$ cat src/rtl/hazard_scoreboard_pkg.sv
// Shared constants for the GRF hazard scoreboard: forward-mux encodings and the
// Tuse value that marks an operand as not read.
package hazard_scoreboard_pkg;

    typedef enum logic [1:0] {
        FWD_GRF = 2'd0,
        FWD_W   = 2'd1,
        FWD_M   = 2'd2,
        FWD_E   = 2'd3
    } fwd_sel_e;

    localparam int TUSE_NONE = 3;

endpackage

$ cat src/rtl/hazard_scoreboard_if.sv
// D-stage demand bundle plus the stall/forward results returned to the pipeline.
interface hazard_scoreboard_if #(
    parameter int REG_AW = 5,
    parameter int T_W    = 2
);
    logic              d_valid;
    logic [REG_AW-1:0] d_rs;
    logic [REG_AW-1:0] d_rt;
    logic [T_W-1:0]    d_tuse_rs;
    logic [T_W-1:0]    d_tuse_rt;
    logic [REG_AW-1:0] d_wa;
    logic [T_W-1:0]    d_tnew;
    logic              d_md;
    logic              md_busy;
    logic              stall;
    logic [1:0]        d_fwd_rs;
    logic [1:0]        d_fwd_rt;
    logic [1:0]        e_fwd_rs;
    logic [1:0]        e_fwd_rt;

    modport master (
        output d_valid, d_rs, d_rt, d_tuse_rs, d_tuse_rt, d_wa, d_tnew, d_md, md_busy,
        input  stall, d_fwd_rs, d_fwd_rt, e_fwd_rs, e_fwd_rt
    );

    modport slave (
        input  d_valid, d_rs, d_rt, d_tuse_rs, d_tuse_rt, d_wa, d_tnew, d_md, md_busy,
        output stall, d_fwd_rs, d_fwd_rt, e_fwd_rs, e_fwd_rt
    );
endinterface

$ cat src/rtl/hazard_scoreboard_port_check.sv
// Hazard and D-stage forward decision for one read operand against the E/M/W write tags.
module hazard_port_check
    import hazard_scoreboard_pkg::*;
#(
    parameter int REG_AW = 5,
    parameter int T_W    = 2
) (
    input  logic [REG_AW-1:0] r,
    input  logic [T_W-1:0]    tuse,
    input  logic [REG_AW-1:0] wa_e,
    input  logic [T_W-1:0]    tnew_e,
    input  logic [REG_AW-1:0] wa_m,
    input  logic [T_W-1:0]    tnew_m,
    input  logic [REG_AW-1:0] wa_w,
    output logic              hz,
    output logic [1:0]        fwd
);
    logic used;
    logic match_e;
    logic match_m;
    logic match_w;

    assign used    = (tuse != T_W'(TUSE_NONE));
    assign match_e = (r != '0) && (wa_e == r);
    assign match_m = (r != '0) && (wa_m == r);
    assign match_w = (r != '0) && (wa_w == r);

    // The youngest matching write decides; older ones behind it are shadowed.
    assign hz = used && ((match_e && (tnew_e > tuse)) ||
                         (!match_e && match_m && (tnew_m > tuse)));

    always_comb begin
        fwd = FWD_GRF;
        if (match_e) begin
            fwd = (tnew_e == '0) ? FWD_E : FWD_GRF;
        end else if (match_m) begin
            fwd = (tnew_m == '0) ? FWD_M : FWD_GRF;
        end else if (match_w) begin
            fwd = FWD_W;
        end
    end
endmodule

$ cat src/rtl/hazard_scoreboard.sv
// GRF scoreboard: tracks in-flight writes in E/M/W and drives the D-stage stall
// plus the D and E forward-mux selects.
module hazard_scoreboard
    import hazard_scoreboard_pkg::*;
#(
    parameter int REG_AW = 5,
    parameter int T_W    = 2
) (
    input  logic         clk,
    input  logic         reset,
    hazard_scoreboard_if.slave bus
);
    logic [REG_AW-1:0] wa_e, wa_m, wa_w;
    logic [T_W-1:0]    tnew_e, tnew_m;
    logic [REG_AW-1:0] e_rs, e_rt;
    logic              hz_rs, hz_rt;
    logic              stall;

    hazard_port_check #(.REG_AW(REG_AW), .T_W(T_W)) u_chk_rs (
        .r      (bus.d_rs),
        .tuse   (bus.d_tuse_rs),
        .wa_e   (wa_e),
        .tnew_e (tnew_e),
        .wa_m   (wa_m),
        .tnew_m (tnew_m),
        .wa_w   (wa_w),
        .hz     (hz_rs),
        .fwd    (bus.d_fwd_rs)
    );

    hazard_port_check #(.REG_AW(REG_AW), .T_W(T_W)) u_chk_rt (
        .r      (bus.d_rt),
        .tuse   (bus.d_tuse_rt),
        .wa_e   (wa_e),
        .tnew_e (tnew_e),
        .wa_m   (wa_m),
        .tnew_m (tnew_m),
        .wa_w   (wa_w),
        .hz     (hz_rt),
        .fwd    (bus.d_fwd_rt)
    );

    assign stall     = bus.d_valid && (hz_rs || hz_rt || (bus.d_md && bus.md_busy));
    assign bus.stall = stall;

    always_ff @(posedge clk) begin
        if (reset) begin
            wa_e   <= '0;
            wa_m   <= '0;
            wa_w   <= '0;
            tnew_e <= '0;
            tnew_m <= '0;
            e_rs   <= '0;
            e_rt   <= '0;
        end else begin
            wa_w   <= wa_m;
            wa_m   <= wa_e;
            tnew_m <= (tnew_e != '0) ? tnew_e - T_W'(1) : '0;
            if (!stall && bus.d_valid) begin
                wa_e   <= bus.d_wa;
                tnew_e <= bus.d_tnew;
                e_rs   <= bus.d_rs;
                e_rt   <= bus.d_rt;
            end else begin
                wa_e   <= '0;
                tnew_e <= '0;
                e_rs   <= '0;
                e_rt   <= '0;
            end
        end
    end

    // A pending M result with tnew != 0 falls through to W; D already stalled any real conflict.
    always_comb begin
        bus.e_fwd_rs = FWD_GRF;
        bus.e_fwd_rt = FWD_GRF;
        if (e_rs != '0 && wa_m == e_rs && tnew_m == '0) bus.e_fwd_rs = FWD_M;
        else if (e_rs != '0 && wa_w == e_rs)            bus.e_fwd_rs = FWD_W;
        if (e_rt != '0 && wa_m == e_rt && tnew_m == '0) bus.e_fwd_rt = FWD_M;
        else if (e_rt != '0 && wa_w == e_rt)            bus.e_fwd_rt = FWD_W;
    end
endmodule
$ cat src/flat_wrapper.sv
// flat-port wrapper written by rule: the top's interface ports become plain ports
module hazard_scoreboard_flat import hazard_scoreboard_pkg::*;
#(
    parameter int REG_AW = 5,
    parameter int T_W    = 2
)
  (clk, reset, bus_d_valid, bus_d_rs, bus_d_rt, bus_d_tuse_rs, bus_d_tuse_rt, bus_d_wa, bus_d_tnew, bus_d_md, bus_md_busy, bus_stall, bus_d_fwd_rs, bus_d_fwd_rt, bus_e_fwd_rs, bus_e_fwd_rt);
  hazard_scoreboard_if #(.REG_AW(REG_AW), .T_W(T_W)) bus_i ();
  input  logic clk;
  input  logic reset;
  input wire logic [$bits(bus_i.d_valid)-1:0] bus_d_valid;
  input wire logic [$bits(bus_i.d_rs)-1:0] bus_d_rs;
  input wire logic [$bits(bus_i.d_rt)-1:0] bus_d_rt;
  input wire logic [$bits(bus_i.d_tuse_rs)-1:0] bus_d_tuse_rs;
  input wire logic [$bits(bus_i.d_tuse_rt)-1:0] bus_d_tuse_rt;
  input wire logic [$bits(bus_i.d_wa)-1:0] bus_d_wa;
  input wire logic [$bits(bus_i.d_tnew)-1:0] bus_d_tnew;
  input wire logic [$bits(bus_i.d_md)-1:0] bus_d_md;
  input wire logic [$bits(bus_i.md_busy)-1:0] bus_md_busy;
  output wire logic [$bits(bus_i.stall)-1:0] bus_stall;
  output wire logic [$bits(bus_i.d_fwd_rs)-1:0] bus_d_fwd_rs;
  output wire logic [$bits(bus_i.d_fwd_rt)-1:0] bus_d_fwd_rt;
  output wire logic [$bits(bus_i.e_fwd_rs)-1:0] bus_e_fwd_rs;
  output wire logic [$bits(bus_i.e_fwd_rt)-1:0] bus_e_fwd_rt;
  assign bus_i.d_valid = bus_d_valid;
  assign bus_i.d_rs = bus_d_rs;
  assign bus_i.d_rt = bus_d_rt;
  assign bus_i.d_tuse_rs = bus_d_tuse_rs;
  assign bus_i.d_tuse_rt = bus_d_tuse_rt;
  assign bus_i.d_wa = bus_d_wa;
  assign bus_i.d_tnew = bus_d_tnew;
  assign bus_i.d_md = bus_d_md;
  assign bus_i.md_busy = bus_md_busy;
  assign bus_stall = bus_i.stall;
  assign bus_d_fwd_rs = bus_i.d_fwd_rs;
  assign bus_d_fwd_rt = bus_i.d_fwd_rt;
  assign bus_e_fwd_rs = bus_i.e_fwd_rs;
  assign bus_e_fwd_rt = bus_i.e_fwd_rt;
  hazard_scoreboard #(.REG_AW(REG_AW), .T_W(T_W)) u_core (.clk(clk), .reset(reset), .bus(bus_i));
endmodule
$ cat config.mk
export PLATFORM = sky130hd
export DESIGN_NAME = hazard_scoreboard_flat
export DESIGN_NICKNAME = d
export VERILOG_FILES = /design/src/rtl/hazard_scoreboard_pkg.sv /design/src/rtl/hazard_scoreboard_if.sv /design/src/rtl/hazard_scoreboard_port_check.sv /design/src/rtl/hazard_scoreboard.sv /design/src/flat_wrapper.sv
export SDC_FILE = /design/constraint.sdc
export NUM_CORES = 1
export LEC_CHECK = 0
export ABC_AREA = 0
export BUFFER_PORTS_ARGS = -buffer_cell sky130_fd_sc_hd__buf_2
export CORE_ASPECT_RATIO = 1.5
export CORE_UTILIZATION = 56
export DETAILED_ROUTE_END_ITERATION = 6
export PLACE_DENSITY_LB_ADDON = 0.12
export SLEW_MARGIN = 20
export SYNTH_ARGS = -nofsm -noshare
export SYNTH_HDL_FRONTEND = slang
export SYNTH_SLANG_ARGS = --single-unit
$ cat constraint.sdc
create_clock -name clk -period 4 [get_ports clk]
set_input_delay 1.2 -clock clk [delete_from_list [all_inputs] [get_ports clk]]
set_output_delay 1.2 -clock clk [all_outputs]
set_load 0.005 [all_outputs]
Word-level counts from Yosys, hierarchy flattened --
Index checks and enable logic that the tools add are counted.
Operators by class: $add $sub $neg 1, magnitude comparators 4, equal/unequal tests 12, mux-type cells 12, bitwise gates (word level) 2, reductions and logical operators 39
Operators with widths (count):
- $eq A5 B5 Y1 | 10
- $logic_and A1 B1 Y1 | 23
- $reduce_bool A5 Y1 | 4
- $mux W2 | 8
- $gt A2 B2 Y1 | 4
- $logic_not A2 Y1 | 2
- $logic_or A1 B1 Y1 | 4
- $mux W1 | 4
- $ne A2 B2 Y1 const B | 2
- $reduce_or A2 Y1 | 2
- $logic_not A1 Y1 | 3
- $not A1 Y1 | 2
- $reduce_bool A2 Y1 | 1
- $sub A2 B1 Y2 const B | 1
Storage, ports and cells: register bits 29, bits of input ports 26, output and inout bits 9, word-level logic and storage cells 77

Depth between registers and ports, before layout --
Gate-level depths: netlist of the first run.
word-level depth 14, depth in mapped cells 8, mapped depth without buffers 7

Cells and area by module --
A second synthesis of the first run with hierarchy kept.
Second synthesis, totals: cell total of the unflattened synthesis 190, area total of the unflattened synthesis 1775.5 sq um
By module, submodules not included:
- hazard_scoreboard | instances 1, cells an instance 102, area each 1092.3 sq um, seq. area each 580.6 sq um
- hazard_port_check | instances 2, cells an instance 44, area each 341.6 sq um, seq. area each 0.0 sq um

Least setup slack after synthesis of the first run --
OpenSTA, ideal clock, no wires.
path kind input -> output, from in bus_d_rt[0], to out bus_stall, arrival time 2.494 ns, data required time 2.800 ns, slack 0.306 ns, stages 5, buffers on the path 1, cell sequence clkbuf_2 > xor2_1 > or4_4 > o22ai_4 > o31a_1
On the way: longest elaborated chain between the ends 10, elaborated cells between the ends (all ways) 14, classes of those cells 2 x eq/ne; 12 x reduce/logical
RTL lines:
- start, declared | RTL line flat_wrapper.sv:13 | input wire logic [$bits(bus_i.d_rt)-1:0] bus_d_rt;
- $eq A5 B5 Y1 or $reduce_bool A5 Y1 (tied branches) | RTL line hazard_scoreboard_port_check.sv:24, hazard_scoreboard_port_check.sv:25
- $logic_and A1 B1 Y1 | RTL line hazard_scoreboard_port_check.sv:24 | assign match_e = (r != '0) && (wa_e == r);
- $logic_not A1 Y1 | RTL line hazard_scoreboard_port_check.sv:30 | (!match_e && match_m && (tnew_m > tuse)));
- $logic_and A1 B1 Y1 (2 in series) | RTL line hazard_scoreboard_port_check.sv:30
- $logic_or A1 B1 Y1 * | RTL line hazard_scoreboard_port_check.sv:29 | assign hz = used && ((match_e && (tnew_e > tuse)) ||
- $logic_and A1 B1 Y1 * | RTL line hazard_scoreboard_port_check.sv:29
- $logic_or A1 B1 Y1 * (2 in series) | RTL line hazard_scoreboard.sv:43 | assign stall = bus.d_valid && (hz_rs || hz_rt || (bus.d_md && bus.md_busy));
- $logic_and A1 B1 Y1 * | RTL line hazard_scoreboard.sv:43
- end, declared | RTL line flat_wrapper.sv:20 | output wire logic [$bits(bus_i.stall)-1:0] bus_stall;
Every way passes the cells marked *; elsewhere a longest branch is shown, timed or not.

Final worst setup path of the first run --
from in bus_d_tuse_rt[1], to out bus_stall
On the way: longest elaborated chain between the ends 7, elaborated cells between the ends (all ways) 10, classes of those cells 2 x order compare; 1 x eq/ne; 7 x reduce/logical
RTL lines:
- start, declared | RTL line flat_wrapper.sv:15 | input wire logic [$bits(bus_i.d_tuse_rt)-1:0] bus_d_tuse_rt;
- $gt A2 B2 Y1, on equally long branches | RTL line hazard_scoreboard_port_check.sv:29, hazard_scoreboard_port_check.sv:30
- $logic_and A1 B1 Y1, on equally long branches | RTL line hazard_scoreboard_port_check.sv:29, hazard_scoreboard_port_check.sv:30
- $logic_or A1 B1 Y1 | RTL line hazard_scoreboard_port_check.sv:29
- $logic_and A1 B1 Y1 * | RTL line hazard_scoreboard_port_check.sv:29
- $logic_or A1 B1 Y1 * (2 in series) | RTL line hazard_scoreboard.sv:43
- $logic_and A1 B1 Y1 * | RTL line hazard_scoreboard.sv:43
Marked as above.

==> flow_metrics.py, run 1 <==
metrics = {
    "grt": {
        "grt_max_degree": 18,
        "grt_util_all_layers_pct": 24.7,
        "grt_pass1_wl_um": 6820,
        "grt.overflow.total": 0,
        "first_global_vias": 1520,
        "antenna_found_initial": 0,
    },
    "pwr": {
        "power.leakage_nw": 1.03,
        "ir_drop_mv": 0.485,
        "power_switching_uw": 182,
        "p_clk_share_pct": 45.2,
        "comb_power_share_pct": 15.3,
        "internal_power_uw": 604,
        "p_seq_share_pct": 39.5,
        "switching_share_pct": 23.1,
        "finalPower_uw": 787,
        "powerDensity_nw_per_um2": 352,
    },
    "clock_tree": {
        "cts_buffers": 5,
        "clock_sinks": 29,
        "cts_setup_buffers": 0,
        "cts_hold_buf": 0,
        "insertion_delay_ps": 280,
        "ctsRootBufferMaster": "clkbuf_8",
        "clock_tree.htree_level_count": 2,
        "cts_tree": "yes",
        "cts_resized": 0,
        "clk_pin_slew_ps": 60,
        "clockBufferDepth": 2,
    },
    "setup_path": {
        "worstPathArrival_ps": 2680,
        "crit_slowest_cell": "a222oi_1",
        "endpoint_kind": "output port",
        "rrSetupSlack_ps": 2000,
        "cp_max_fo": 3,
        "path_cells": "buf_2 -> inv_1 -> ha_1 -> a222oi_1 -> o21ai_0 -> o22ai_4 -> o31a_1 -> buf_2",
        "startpoint_type": "input port",
        "timing.rr.end": "u_core.e_rt[1]",
        "crit_top_cell": "buf_2",
        "path_class": "in -> out",
        "critPathRequiredTime_ps": 2800,
        "regToRegStartpoint": "u_core.tnew_m[0]",
        "max_stage_delay_ps": 340,
        "reg2reg_depth": 7,
    },
    "finish": {
        "fin_nets": 283,
        "antennaDiodeCount": 0,
        "final_cells": 289,
        "layout-drive-gt1-share_pct": 25.7,
        "fin_area_um2": 2240,
        "areaGrowthSynthToFinish_pct": 14.5,
        "multiInputGateArea_um2": 1250,
        "fillCellCount": 297,
        "area.sequential_um2": 581,
    },
    "placed_design": {
        "place_area_um2": 2100,
        "numPortBuffers": 34,
        "dp_cells": 281,
        "hpwlAfterDp_um": 3240,
        "place_congestion": 0.890,
    },
    "run": {
        "drv_cap": 0,
    },
    "drt": {
        "avgViaCountPerCell": 5.56,
        "final_antenna_net_count": 0,
        "vias": 1606,
        "wl_per_cell_um": 14.6,
        "first_pass_iters": 4,
        "first_iter_violations": 36,
        "drc_errors": 0,
        "drt_wl_total_um": 4220,
    },
    "synth": {
        "synth_nets": 254,
        "syn_area_um2": 1950,
        "synth.top_cell.area_share_pct": 29.7,
        "synthMuxAreaShare_pct": 1.15,
        "synth_xor_area_share_pct": 22.4,
        "synth_ff_type": "dfxtp_1",
        "yosys_warnings": 0,
        "yosys.area_share.simple_pct": 28.0,
        "synth_async_sr_flop_share_pct": 0,
        "synth_edf_count": 0,
        "syn-mean-instance-area_um2": 8.92,
        "synth_top_cell_by_area": "dfxtp_1",
        "synth-compound-area-share_pct": 6.47,
        "synth_top_family_by_area": "simple AND/OR/NAND/NOR gates",
        "synth_area_leaders": "dfxtp_1, xnor2_1, xor2_1, ha_1, nor3_2",
        "synth.most_common_cell": "dfxtp_1",
        "synth_cells": 219,
        "synthAdderAreaFrac_pct": 5.76,
        "ys_ff_latch": 29,
        "synthTopCellsByCount": "dfxtp_1, xnor2_1, xor2_1",
        "ys_types": 39,
        "seq_area_frac_synth_pct": 29.7,
    },
    "die": {
        "start_util_pct": 60.1,
        "die_w_um": 50.2,
        "num_io_pins": 35,
        "die_y_um": 74.4,
        "die_area_um2": 3740,
        "rows": 25,
        "coreArea_um2": 3250,
    },
    "min_path": {
        "holdPathEnd": "u_core.tnew_m[0]",
        "worstHoldStart": "u_core.tnew_e[0]",
        "hp-class": "reg -> reg",
        "holdPathStages": 1,
    },
    "timing": {
        "final.setup.tns_ps": 0,
        "fmax_mhz": 258,
        "slew_headroom_pct": 35.5,
        "period_needed_ps": 3880,
        "hold_ws_ps": 420,
        "hold_violations": 0,
        "final-setup-viol-count": 0,
        "fin_worst_skew_ps": 5.56,
        "drv_slew": 0,
        "min_period_over_period_pct": 96.9,
        "max_slew.worst_pin.slew_ps": 963,
        "rsz0062_at_grt": "no",
    },
    "status": {
        "status": "finished, final reports clean",
    },
}
[cells in the final DEF (no fill, tap or decap), drive strengths merged]
cell type	Yosys	layout
buf	4	37
dfxtp	29	29
xnor2	27	27
nor3	25	25
xor2	23	23
nand2	20	20
nor2b	11	11
inv	9	9
ha	9	9
nand3	7	7
nor2	7	7
or4	6	6
clkbuf	10	5
nor4	4	4
nand4	3	3
a21oi	3	3
or3	2	2
and2	2	2
nand2b	2	2
a222oi	2	2
mux2	2	2
bufinv	0	2
or2	2	2
o21ai	2	2
o22ai	1	1
a221o	1	1
a22oi	1	1
o211ai	1	1
o32ai	1	1
o31a	1	1
nor3b	1	1
clkinv	0	1
[area by class of cell]
cell class	count	share of cell area, %
Clock buffer	5	3.08
Clock inverter	3	2.91
Inverter	9	1.51
Multi-Input combinational cell	166	55.7
Sequential cell	29	26.0
Tap cell	40	2.24
Timing Repair Buffer	37	8.61
[metal layers]
layer  routed length (um)  vias up  GRT usage (%)
li1                     -      800              -
met1                 1890      761           28.9
met2                 2120       36           44.0
met3                  148        9           3.07
met4                   61        0           11.7
met5                    0        -              0
[metrics by stage]
| stage | setup WS, ps | utilization, % |
|---|---|---|
| final | 124 | 68.8 |
| after global routing | 62.2 | 68.8 |
| after CTS | 115 | 68.8 |
| after detailed placement | 117 | 64.7 |
| after global placement | 134 | 64.7 |
| after floorplan | 306 | - |
[kinds of logic after synthesis]
kind of cell               after synthesis
adders and majority gates                9
and+or+nand+nor                         92
AOI/OAI and AO/OA                       13
DFF                                     29
xor gates and xnor gates                50
buffers and inverters                   24
muxes                                    2
[worst max-delay path, delay by kind of cell]
family	cells	cell delay, ps
buffers and inverters	3	250
AO/OA/AOI/OAI	4	920
adder cells (fa/ha/maj)	1	300
[power groups by stage]
stage                     combinational (mW)  sequential, mW  clock (mW)
after floorplan                       0.0874           0.312           0
after global placement                 0.118           0.317           0
after detailed placement               0.120           0.317           0
after CTS                              0.121           0.311       0.361
after global routing                   0.135           0.312       0.373
final                                  0.120           0.311       0.355
[flip-flops by register name (all words and copies together) (netlist names)]
name and flops:
u_core.wa_e 5, u_core.wa_w 5, u_core.tnew_e 2, u_core.tnew_m 2, u_core.wa_m 5, u_core.e_rs 5
u_core.e_rt 5
[worst max-delay path by stage]
| stage | startpoint | to | slack (ps) |
|---|---|---|---|
| after floorplan | bus_d_rt[0] | bus_stall | 310 |
| after global routing | bus_d_tuse_rt[1] | bus_stall | 60 |
| final | bus_d_tuse_rt[1] | bus_stall | 120 |
| after global placement | bus_d_tuse_rt[1] | bus_stall | 130 |
| after CTS | bus_d_tuse_rt[1] | bus_stall | 110 |
| after detailed placement | bus_d_tuse_rt[1] | bus_stall | 120 |
Power figures use the tool's default switching activity.
==> run 2, diff against run 1 <==
- BUFFER_PORTS_ARGS: -buffer_cell sky130_fd_sc_hd__buf_2 -> -buffer_cell sky130_fd_sc_hd__clkbuf_2
- CORE_UTILIZATION: 56 -> 58
- CTS_BUF_LIST: default -> sky130_fd_sc_hd__clkbuf_4
- CTS_CLUSTER_DIAMETER: default -> 60
==> run 2 against run 1 <==
  * Sequential share of layout area increased by 1.0 points
  * Non-clock buffer count unchanged
  * Final cell count unchanged
  * Sequential power about the same
  * Routed wire length decreased by 1.9%
  * Clock power decreased by 55%
  * Setup slack got worse by 44 ps
  * Global-route usage increased by 0.86 points
  * Critical path type unchanged
  * Count of clock-buffer cells in the layout unchanged
  * Worst hold slack improved by 1.2 ps
  * Core utilization decreased by 1.3 points
==> flow_metrics.py, run 2 (synthesized netlist as in run 1, its figures left out) <==
metrics = {
    "grt": {
        "grt_util_all_layers_pct": 25.5,
        "grt_max_degree": 18,
        "antenna_found_initial": 0,
        "grt_pass1_wl_um": 6800,
        "grt.overflow.total": 0,
        "first_global_vias": 1530,
    },
    "finish": {
        "layout_commonest_cell": "clkbuf_2",
        "final_cell_mix": "clkbuf_2, dfxtp_1, xnor2_1",
        "layout-drive-gt1-share_pct": 24.9,
        "fin_nets": 283,
        "antennaDiodeCount": 0,
        "areaGrowthSynthToFinish_pct": 10.2,
    },
    "drt": {
        "first_pass_iters": 4,
        "avgViaCountPerCell": 5.39,
        "final_antenna_net_count": 0,
        "wl_per_cell_um": 14.3,
        "vias": 1559,
        "first_iter_violations": 44,
        "drt_wl_total_um": 4140,
        "drc_errors": 0,
    },
    "die": {
        "num_io_pins": 35,
        "die_w_um": 49.4,
        "coreArea_um2": 3190,
        "rows": 25,
        "start_util_pct": 61.3,
        "die_y_um": 73.1,
        "die_area_um2": 3610,
    },
    "run": {
        "drv_cap": 0,
    },
    "setup_path": {
        "startpoint_type": "input port",
        "max_stage_delay_ps": 390,
        "crit_top_cell": "clkbuf_2",
        "critPathRequiredTime_ps": 2800,
        "worstPathArrival_ps": 2720,
        "cp_max_fo": 3,
        "path_class": "in -> out",
        "path_cells": "clkbuf_2 -> inv_1 -> ha_1 -> a222oi_1 -> o21ai_1 -> o22ai_4 -> o31a_1 -> clkbuf_2",
        "crit_slowest_cell": "a222oi_1",
        "endpoint_kind": "output port",
    },
    "clock_tree": {
        "cts_tree": "yes",
        "clock_sinks": 29,
        "cts_hold_buf": 0,
        "cts_buffers": 5,
        "clockBufferDepth": 2,
        "clk_pin_slew_ps": 80,
        "ctsRootBufferMaster": "clkbuf_4",
        "clock_tree.htree_level_count": 2,
        "insertion_delay_ps": 320,
    },
    "pwr": {
        "p_clk_share_pct": 26.9,
        "internal_power_uw": 420,
        "ir_drop_mv": 0.220,
        "switching_share_pct": 28.7,
        "powerDensity_nw_per_um2": 274,
        "power.leakage_nw": 0.996,
        "finalPower_uw": 590,
        "power_switching_uw": 169,
        "comb_power_share_pct": 20.4,
        "p_seq_share_pct": 52.7,
    },
    "timing": {
        "fmax_mhz": 255,
        "slew_headroom_pct": 35.3,
        "final.setup.tns_ps": 0,
        "drv_slew": 0,
        "max_slew.worst_pin.slew_ps": 967,
        "final-setup-viol-count": 0,
        "fin_worst_skew_ps": 5.04,
        "hold_violations": 0,
        "min_period_over_period_pct": 98.0,
        "period_needed_ps": 3920,
        "rsz0062_at_grt": "no",
    },
    "placed_design": {
        "place_congestion": 0.821,
        "numPortBuffers": 34,
        "hpwlAfterDp_um": 3270,
    },
    "min_path": {
        "hp-class": "reg -> reg",
    },
    "status": {
        "status": "finished, final reports clean",
    },
}
[run 2: final cells by class]
| class | instances | area, um^2 |
|---|---|---|
| fillers | 282 | 1040 |
| inverters | 9 | 33.8 |
| flip-flops and latches | 29 | 581 |
| well taps | 40 | 50.0 |
| clock buffers | 5 | 37.5 |
| clock inverters | 3 | 12.5 |
| repair buffers | 37 | 193 |
| multi-input cells | 166 | 1250 |
[run 2: power groups by stage]
stage / Combinational [mW] / Clock (mW) / Sequential, mW
finish: 0.121 / 0.159 / 0.310
global route: 0.136 / 0.178 / 0.312
CTS: 0.121 / 0.162 / 0.310
detailed placement: 0.121 / 0 / 0.317
global placement: 0.118 / 0 / 0.317
floorplan: 0.0874 / 0 / 0.312
[run 2: per-layer routing]
layer  part of all wire, %  track usage (%)  vias to the layer above  routed length [um]
li1                      -                -                      799                   -
met1                    44             28.5                      713                1820
met2                    51             46.4                       38                2100
met3                   3.8             5.00                        9                 156
met4                   1.7             11.4                        0                  70
met5                     0                0                        -                   0
[run 2: critical path: cells and delay by family]
kind,cells,cell delay (ps)
AO/OA/AOI/OAI,4,920
adder cells (fa/ha/maj),1,320
buffers and inverters,3,270
[run 2: through the flow]
stage	std cells	worst slack, ps	instance area (um^2)	hold slack [ps]	utilization [%]
final	289	80.9	2150	421	67.5
after CTS	289	50.6	2150	421	67.5
after global routing	289	15.9	2150	466	67.5
after global placement	281	109	2100	403	65.9
after floorplan	219	306	1950	397	-
after detailed placement	281	59.3	2100	408	65.9
[run 2: path summary, 6_finish.rpt]
kind / from / end / slack [ps] / cells after the start
setup / recovery: bus_d_tuse_rs[1] / bus_stall / 80 / 8
hold / removal: u_core.tnew_e[0] / u_core.tnew_m[0] / 420 / 1
setup reg to reg: u_core.tnew_m[0] / u_core.e_rt[1] / 1960 / 7
hold reg to reg: u_core.tnew_e[0] / u_core.tnew_m[0] / 420 / 1
[run 2: repair_timing]
item | in CTS | in global routing
buffers inserted | 0 | 0
gates resized for setup | 0 | 1
endpoints found under the setup margin | 0 | 1
==> run 3, diff against run 2 <==
- PLACE_DENSITY: default -> 0.82
- PLACE_DENSITY_LB_ADDON: 0.12 -> default
- SETUP_SLACK_MARGIN: default -> 0.05
==> run 3 against run 2 <==
  * Fmax increased by 1.8%
  * Sequential power about the same
  * Critical path depth down 1
  * Clock power up 8%
  * Critical endpoint unchanged
  * Largest cell class unchanged
  * Routed wire length increased by 0.99%
  * Design area up 0.93%
  * Clock skew is 6.2 ps higher
  * Combinational power barely moved
  * First-iteration DRC count is 4.5% higher
  * Non-clock buffer count stayed put
  * Sequential share of layout area shrank 0.25 points
==> flow_metrics.py, run 3 (synthesized netlist as in run 1, its figures left out) <==
metrics = {
    "timing": {
        "hold_violations": 0,
        "period_needed_ps": 3850,
        "fmax_mhz": 260,
        "finalWorstSetupSlack_ps": 151,
        "fin_worst_skew_ps": 11.3,
        "drv_slew": 0,
        "rsz0062_at_grt": "no",
        "min_period_over_period_pct": 96.2,
        "slew_headroom_pct": 38.8,
        "max_slew.worst_pin.slew_ps": 915,
        "final-setup-viol-count": 0,
        "final.setup.tns_ps": 0,
    },
    "grt": {
        "antenna_found_initial": 0,
        "grt_max_degree": 18,
        "grt_pass1_wl_um": 6870,
        "first_global_vias": 1549,
        "grt.overflow.total": 0,
        "grt_util_all_layers_pct": 26.1,
    },
    "placed_design": {
        "numPortBuffers": 34,
        "place_congestion": 0.837,
        "hpwlAfterDp_um": 3360,
        "dp_slack_ps": 66.1,
    },
    "status": {
        "status": "finished, final reports clean",
    },
    "drt": {
        "vias": 1617,
        "final_antenna_net_count": 0,
        "first_iter_violations": 46,
        "first_pass_iters": 7,
        "wl_per_cell_um": 14.5,
        "drt_wl_total_um": 4180,
        "avgViaCountPerCell": 5.60,
        "drc_errors": 0,
    },
    "die": {
        "die_w_um": 49.4,
        "die_y_um": 73.1,
        "rows": 25,
        "coreArea_um2": 3190,
        "num_io_pins": 35,
        "die_area_um2": 3610,
        "start_util_pct": 61.3,
    },
    "setup_path": {
        "max_stage_delay_ps": 570,
        "path_cells": "clkbuf_2 -> or4_4 -> nor2_4 -> or4_4 -> o22ai_4 -> o31a_1 -> buf_2",
        "critPathRequiredTime_ps": 2800,
        "endpoint_kind": "output port",
        "startpoint_type": "input port",
        "reg2reg_depth": 7,
        "crit_slowest_cell": "or4_4",
        "cp_max_fo": 5,
        "path_class": "in -> out",
        "crit_top_cell": "or4_4",
        "worstPathArrival_ps": 2650,
    },
    "finish": {
        "layout-drive-gt1-share_pct": 26.5,
        "final_core_util_pct": 68.1,
        "final_cell_mix": "clkbuf_2, dfxtp_1, xnor2_1",
        "fin_nets": 283,
        "layout_commonest_cell": "clkbuf_2",
        "areaGrowthSynthToFinish_pct": 11.2,
        "antennaDiodeCount": 0,
    },
    "clock_tree": {
        "clk_pin_slew_ps": 90,
        "insertion_delay_ps": 340,
        "cts_tree": "yes",
        "cts_buffers": 5,
        "clock_tree.htree_level_count": 2,
        "clock_sinks": 29,
        "ctsRootBufferMaster": "clkbuf_4",
        "clockBufferDepth": 2,
    },
    "min_path": {
        "hp-class": "reg -> reg",
        "holdPathStages": 1,
    },
    "pwr": {
        "finalPower_uw": 604,
        "ir_drop_mv": 0.277,
        "power.leakage_nw": 0.996,
        "powerDensity_nw_per_um2": 278,
    },
    "run": {
        "drv_cap": 0,
    },
}
==> run 3: cell count changes in the layout (fill, tap and decap cells not counted), sizes merged <==
cell,before,now
clkbuf,39,37
buf,3,5
clkinvlp,0,1
clkinv,3,2
==> run 3: final cells by class <==
cell class	count	area [um^2]
clock inverters	3	17.5
clock buffers	5	37.5
repair buffers	37	195
multi-input cells	166	1260
fillers	281	1020
inverters	9	33.8
flip-flops and latches	29	581
well taps	40	50.0
==> run 3: stage by stage <==
stage               hold WS (ps)  std cells  instance area (um^2)
floorplan                    397        219                  1950
global placement             406        281                  2100
detailed placement           405        281                  2100
CTS                          417        289                  2160
global route                 455        289                  2170
finish                       415        289                  2170
==> run 3: worst max-delay path, delay by kind of cell <==
| kind | cells | cell delay (ps) |
|---|---|---|
| AO/OA/AOI/OAI | 2 | 360 |
| buffers and inverters | 2 | 270 |
| AND/OR/NAND/NOR | 3 | 820 |
==> run 3: per-layer routing <==
layer / track usage (%) / routed length [um] / vias to the layer above
met5: 0 / 0 / -
met1: 26.6 / 1590 / 755
met3: 5.63 / 250 / 8
met2: 48.1 / 2230 / 59
met4: 15.9 / 112 / 0
li1: - / - / 795
==> run 3: power by group <==
group	switching [mW]	internal (mW)	total, mW
clock	0.105	0.0660	0.171
sequential	0.0124	0.298	0.311
combinational	0.0630	0.0595	0.122
total	0.180	0.424	0.604
==> run 3: path summary, 6_finish.rpt <==
kind,startpoint,to,slack (ps)
min,u_core.tnew_e[0],u_core.tnew_m[0],420
min reg2reg,u_core.tnew_e[0],u_core.tnew_m[0],420
max,bus_d_rt[1],bus_stall,150
max reg2reg,u_core.tnew_m[0],u_core.e_rt[2],1980
==> run 3: what timing repair did <==
action,4_1_cts,5_1_grt
endpoints found under the setup margin,0,1
gates resized for setup,0,6
setup buffers,0,0
hold buffers,0,0
